[src/rtl/cycle_sequencer.sv]
// Machine-cycle T-state sequencer: steps T1/T1I/T2/WAIT/T3/T4/T5/STOPPED,
// selects the cycle type, and handles Ready waits, HLT and interrupt acknowledge.
//
//  state   | meaning
//  T1      | cycle start, address low out
//  T1I     | cycle start of interrupt-acknowledge fetch
//  T2      | address high / cycle type out, Ready checked at end
//  WAIT    | Ready low, repeats until Ready
//  T3      | data transfer, Decoder info sampled at end
//  T4      | optional internal state
//  T5      | optional internal state
//  STOPPED | halted (also after reset), leaves only on an interrupt
module cycle_sequencer #(
  parameter int STATE_CLKS = 2
) (
  input  logic       clk,
  input  logic       rst,
  input  logic       ready,
  input  logic       intr,
  input  logic [1:0] last_state,
  input  logic       last_cycle,
  input  logic [1:0] next_cycle,
  input  logic       halt,
  output logic [2:0] state,
  output logic [1:0] cycle,
  output logic       Sync,
  output logic       step,
  output logic       intr_ack,
  output logic       stopped
);

  localparam int PH_W = (STATE_CLKS > 2) ? $clog2(STATE_CLKS) : 1;
  localparam logic [PH_W-1:0] PH_LAST = PH_W'(STATE_CLKS - 1);
  localparam logic [PH_W-1:0] PH_SYNC = PH_W'(STATE_CLKS / 2);

  typedef enum logic [2:0] {
    ST_T1      = 3'b010,
    ST_T1I     = 3'b011,
    ST_T2      = 3'b001,
    ST_WAIT    = 3'b000,
    ST_T3      = 3'b100,
    ST_STOPPED = 3'b110,
    ST_T4      = 3'b111,
    ST_T5      = 3'b101
  } state_t;

  typedef enum logic [1:0] {
    CY_PCI = 2'b00,
    CY_PCR = 2'b10,
    CY_PCC = 2'b01,
    CY_PCW = 2'b11
  } cycle_t;

  state_t          state_q, state_d;
  cycle_t          cycle_q, cycle_d;
  logic [PH_W-1:0] ph_q;
  logic            step_q;
  logic            ack_q;
  logic            pend_q;
  logic            intr_q;
  logic            five_h;
  logic            lc_h;
  logic [1:0]      nc_h;

  logic            end_st;
  logic            intr_edge;
  logic            taken;
  logic            lc_eff;
  logic [1:0]      nc_eff;
  logic            enter_t1i;
  logic            enter_t1;

  assign end_st    = (ph_q == PH_LAST);
  assign intr_edge = intr & ~intr_q;
  assign taken     = pend_q | intr_edge;
  // At end of T3 the live Decoder inputs are the sampled values
  assign lc_eff    = (state_q == ST_T3) ? last_cycle : lc_h;
  assign nc_eff    = (state_q == ST_T3) ? next_cycle : nc_h;
  assign enter_t1i = end_st & (state_d == ST_T1I);
  assign enter_t1  = end_st & (state_d == ST_T1);

  always_ff @(posedge clk or posedge rst) begin
    if (rst) begin
      state_q <= ST_STOPPED;
      cycle_q <= CY_PCI;
      ph_q    <= '0;
      step_q  <= 1'b0;
      ack_q   <= 1'b0;
      pend_q  <= 1'b0;
      intr_q  <= 1'b0;
      five_h  <= 1'b0;
      lc_h    <= 1'b0;
      nc_h    <= 2'b00;
    end else begin
      intr_q <= intr;
      step_q <= end_st;
      if (end_st) begin
        ph_q    <= '0;
        state_q <= state_d;
        cycle_q <= cycle_d;
      end else begin
        ph_q <= ph_q + PH_W'(1);
      end
      if (end_st && state_q == ST_T3) begin
        five_h <= last_state[1];
        lc_h   <= last_cycle;
        nc_h   <= next_cycle;
      end
      // Entering T1I swallows both the pending request and a same-clk edge
      if (enter_t1i)
        pend_q <= 1'b0;
      else if (intr_edge)
        pend_q <= 1'b1;
      if (enter_t1i)
        ack_q <= 1'b1;
      else if (enter_t1)
        ack_q <= 1'b0;
    end
  end

  always_comb begin
    logic cyc_end;
    state_d = state_q;
    cycle_d = cycle_q;
    cyc_end = 1'b0;
    unique case (state_q)
      ST_T1, ST_T1I: state_d = ST_T2;
      ST_T2, ST_WAIT: state_d = ready ? ST_T3 : ST_WAIT;
      ST_T3: begin
        if (halt)
          state_d = ST_STOPPED;
        else if (last_state != 2'b00)
          state_d = ST_T4;
        else
          cyc_end = 1'b1;
      end
      ST_T4: begin
        if (five_h)
          state_d = ST_T5;
        else
          cyc_end = 1'b1;
      end
      ST_T5: cyc_end = 1'b1;
      ST_STOPPED: begin
        if (taken) begin
          state_d = ST_T1I;
          cycle_d = CY_PCI;
        end
      end
      default: state_d = ST_STOPPED;
    endcase
    if (cyc_end) begin
      if (!lc_eff) begin
        state_d = ST_T1;
        cycle_d = cycle_t'(nc_eff);
      end else begin
        state_d = taken ? ST_T1I : ST_T1;
        cycle_d = CY_PCI;
      end
    end
  end

  always_comb begin
    state    = state_q;
    cycle    = cycle_q;
    Sync     = (ph_q < PH_SYNC);
    step     = step_q;
    intr_ack = ack_q;
    stopped  = (state_q == ST_STOPPED);
  end

endmodule

[config.mk]
export PLATFORM = sky130hd
export DESIGN_NAME = cycle_sequencer
export DESIGN_NICKNAME = d
export VERILOG_FILES = /design/src/rtl/cycle_sequencer.sv
export SDC_FILE = /design/constraint.sdc
export NUM_CORES = 1
export LEC_CHECK = 0
export CORE_AREA = 2 2 43 53
export DETAILED_ROUTE_END_ITERATION = 7
export DIE_AREA = 0 0 45 55
export GPL_TIMING_DRIVEN = 0
export SLEW_MARGIN = 10
export SYNTH_ARGS = -nofsm -noshare
export SYNTH_HDL_FRONTEND = slang
export SYNTH_SLANG_ARGS = --single-unit
[constraint.sdc]
create_clock -name clk -period 2.2 [get_ports clk]
set_clock_uncertainty 0.15 [all_clocks]
set_input_delay 0.33 -clock clk [delete_from_list [all_inputs] [get_ports clk]]
set_output_delay 0.33 -clock clk [all_outputs]
set_load 0.02 [all_outputs]
==> impl_results.md <==
- Status: finished clean
- Routed Antenna Nets: 0
- GRT Total Usage: 0.122
- Root Buffer: clkbuf_4
- Setup repair after global routing missed its margin: false
- Number of port buffers: 18
- FF-to-FF setup slack: about 280 ps
- HP Class: in2async
- Io pins: 19
- Area Growth Syn to Fin: 36.3%
- Unique masters post-synth: 27
- Worst-path clk slew: about 80 ps
- Clock sink total: 14
- Final nets: 90
- Total gr overflow: 0
- Endpoints failing setup: 0
- Pin count of the biggest net entering global routing: 15
- Routed via count: 509
- Worst R2R End: nc_h[0]
- Internal: 765 uW
- Reg2reg start: state[2]
- Via/cell ratio: roughly 5
- Post-synthesis async set-or-reset flop share: 1.00
- Core Rows: 18
- Diodes inserted: 0
- WL final: 1.27 mm
- First-pass detailed-route iteration total: 4
- Final min period: ~2000 ps
- Fillers: 194
- Period Utilization, post-route: 0.918
- Flops & latches, synth: 14
- Max VDD drop: ~0.00067 V
- Sequential fraction of the synthesis area: 0.533
- Synth Net Count: 67
- Worst-Margin Slew: slightly above 500 ps
- Die ar.: around 2500 sq um
- Drt drc: 0
- Skew-Pair Late Insertion Delay: 270 ps
- Final hold violation count: 0
- Sw Share: 0.361
- Worst path arrival time: approximately 1500 ps
- Iteration-0 DRC Markers: 3
- Crit start category: register
- Number of max-cap violations: 0
- Seq pwr share: 0.388
- Die width: 45 um
- CTS H-tree depth: 1
- Power Total: approximately 1.2 mW
- Max-Slew Margin vs Limit: 0.654
- Synth Flop Type: dfrtp_1
- FF-to-FF path depth: 3
- Combinational Power Share: 0.461
- Initial core utilization: 0.334
- Layout Utilization: 0.455
- CP max FO: 10
- Num CTS Buffers: 3
- NetSw: roughly 430 uW
- Wire length per cell: approximately 13 um
- CP required: roughly 1700 ps
- Final instance area: ~900 sq um
- Core area: between 1500 and 2000 sq um
- Achievable clock frequency: 495 MHz
- Dpl hpwl: approximately 960 um
- Power per cell area: roughly 1300 nW/um^2
- DP Area: 867 sq um
- Setup TNS: 0 ps
- Post-synthesis cell count: 57
- First-pass GRT wire length: about 2.1 mm
- Post-synth EDFFs: 0
- Vias in the first global route: roughly 490
- Clk pwr share: 0.151
- Critical path class: reg2out
- Clk buf depth: 2
- Crit end category: primary output
- Hold_ws: 234 ps
- CTS tree: yes
- Max-slew violation count: 0
- GPL Wtd Cong: roughly 0.7
- Initial antenna violation count: 0
- Share of post-route cells with drive strength above 1: 0.228
- Vert. Die Dim: 55 um
- Synthesis Warnings: 0
- Mapped cell area: around 660 sq um
- Post-Syn Area per Cell: 11.6 sq um
- Lkg Pwr: around 0.38 nW
-- synth_stat cells, types with 2 or more instances --
master   instances  area, sq um
a31oi_1          2         12.5
o22ai_1          2         12.5
mux2_2           4         45.0
nand3_1          3         15.0
dfrtp_1         12          300
nor2_1           3         11.3
a21oi_1          2         10.0
o21ai_0          3         15.0
dfstp_2          2         52.6
mux2i_1          3         30.0
inv_1            5         18.8
-- worst max-delay path by stage --
stage / depth (start not counted) / end / from
2_1_floorplan: 3 / five_h / state[2]
3_3_place_gp: 5 / state[0] / last_state[1]
3_5_place_dp: 5 / state[0] / last_state[1]
4_1_cts: 3 / Sync / end_st
5_1_grt: 3 / Sync / end_st
6_report: 3 / Sync / end_st
-- critical path, cell delays in order (launching register included) --
cell and delay, ps:
dfrtp_1 390, buf_4 170, inv_1 90, clkdlybuf4s50_1 610
-- area by class of cell --
cell class                      instances  area [sq um]  area share
Tap cell                               20          25.0      0.0277
Clock buffer                            4          36.3      0.0402
Sequential cell                        14           353       0.391
Timing Repair Buffer                   18           179       0.198
Multi-Input combinational cell         37           283       0.313
Inverter                                5          18.8      0.0208
Buffer                                  1          7.51     0.00832
-- flip-flops by register name, summed over array words and instances, names as in the netlist --
| register | count |
|---|---|
| cycle | 2 |
| five_h | 1 |
| intr_q | 1 |
| state | 3 |
| end_st | 1 |
| nc_h | 2 |
| intr_ack | 1 |
| step | 1 |
| pend_q | 1 |
| lc_h | 1 |
-- power by group through the flow --
stage | combinational [mW] | clock, mW | sequential (mW)
finish | 0.552 | 0.181 | 0.465
global placement | 0.555 | 0 | 0.468
global route | 0.603 | 0.202 | 0.489
detailed placement | 0.561 | 0 | 0.471
CTS | 0.558 | 0.191 | 0.465
floorplan | 0.318 | 0 | 0.514
-- through the flow --
step | std cells | setup WS (ps)
finish | 99 | 180
global route | 99 | 94.9
CTS | 99 | 163
detailed placement | 95 | 167
global placement | 95 | 168
floorplan | 57 | 411
-- what timing repair did --
item                       CTS  global route
setup endpoints to repair    1             0
gates resized for setup      1             0
hold buffers                 0             0
buffers inserted             0             0
-- routing by layer --
layer  vias up  track usage  routed length (um)
met5         -            0                   0
met4         0       0.0882                  17
met3         2       0.0195                  43
met2         9        0.193                 623
met1       245        0.151                 584
li1        253            -                   -
-- kinds of logic after synthesis --
logic type,synth area share
muxes,0.113
DFF,0.533
buffers and inverters,0.0397
AOI/OAI and AO/OA,0.163
and+or+nand+nor,0.151
-- cells in the final DEF, fill, tap and decap left out, drive strengths merged, types with 2 or more instances in the layout --
cell	synthesis	final
a21oi	2	2
a31oi	2	2
clkbuf	0	4
clkdlybuf4s50	0	17
dfrtp	12	12
dfstp	2	2
inv	5	5
mux2	4	4
mux2i	3	3
nand3	3	3
nor2	3	3
o21ai	3	3
o22ai	2	2
Power figures use the tool's default switching activity.
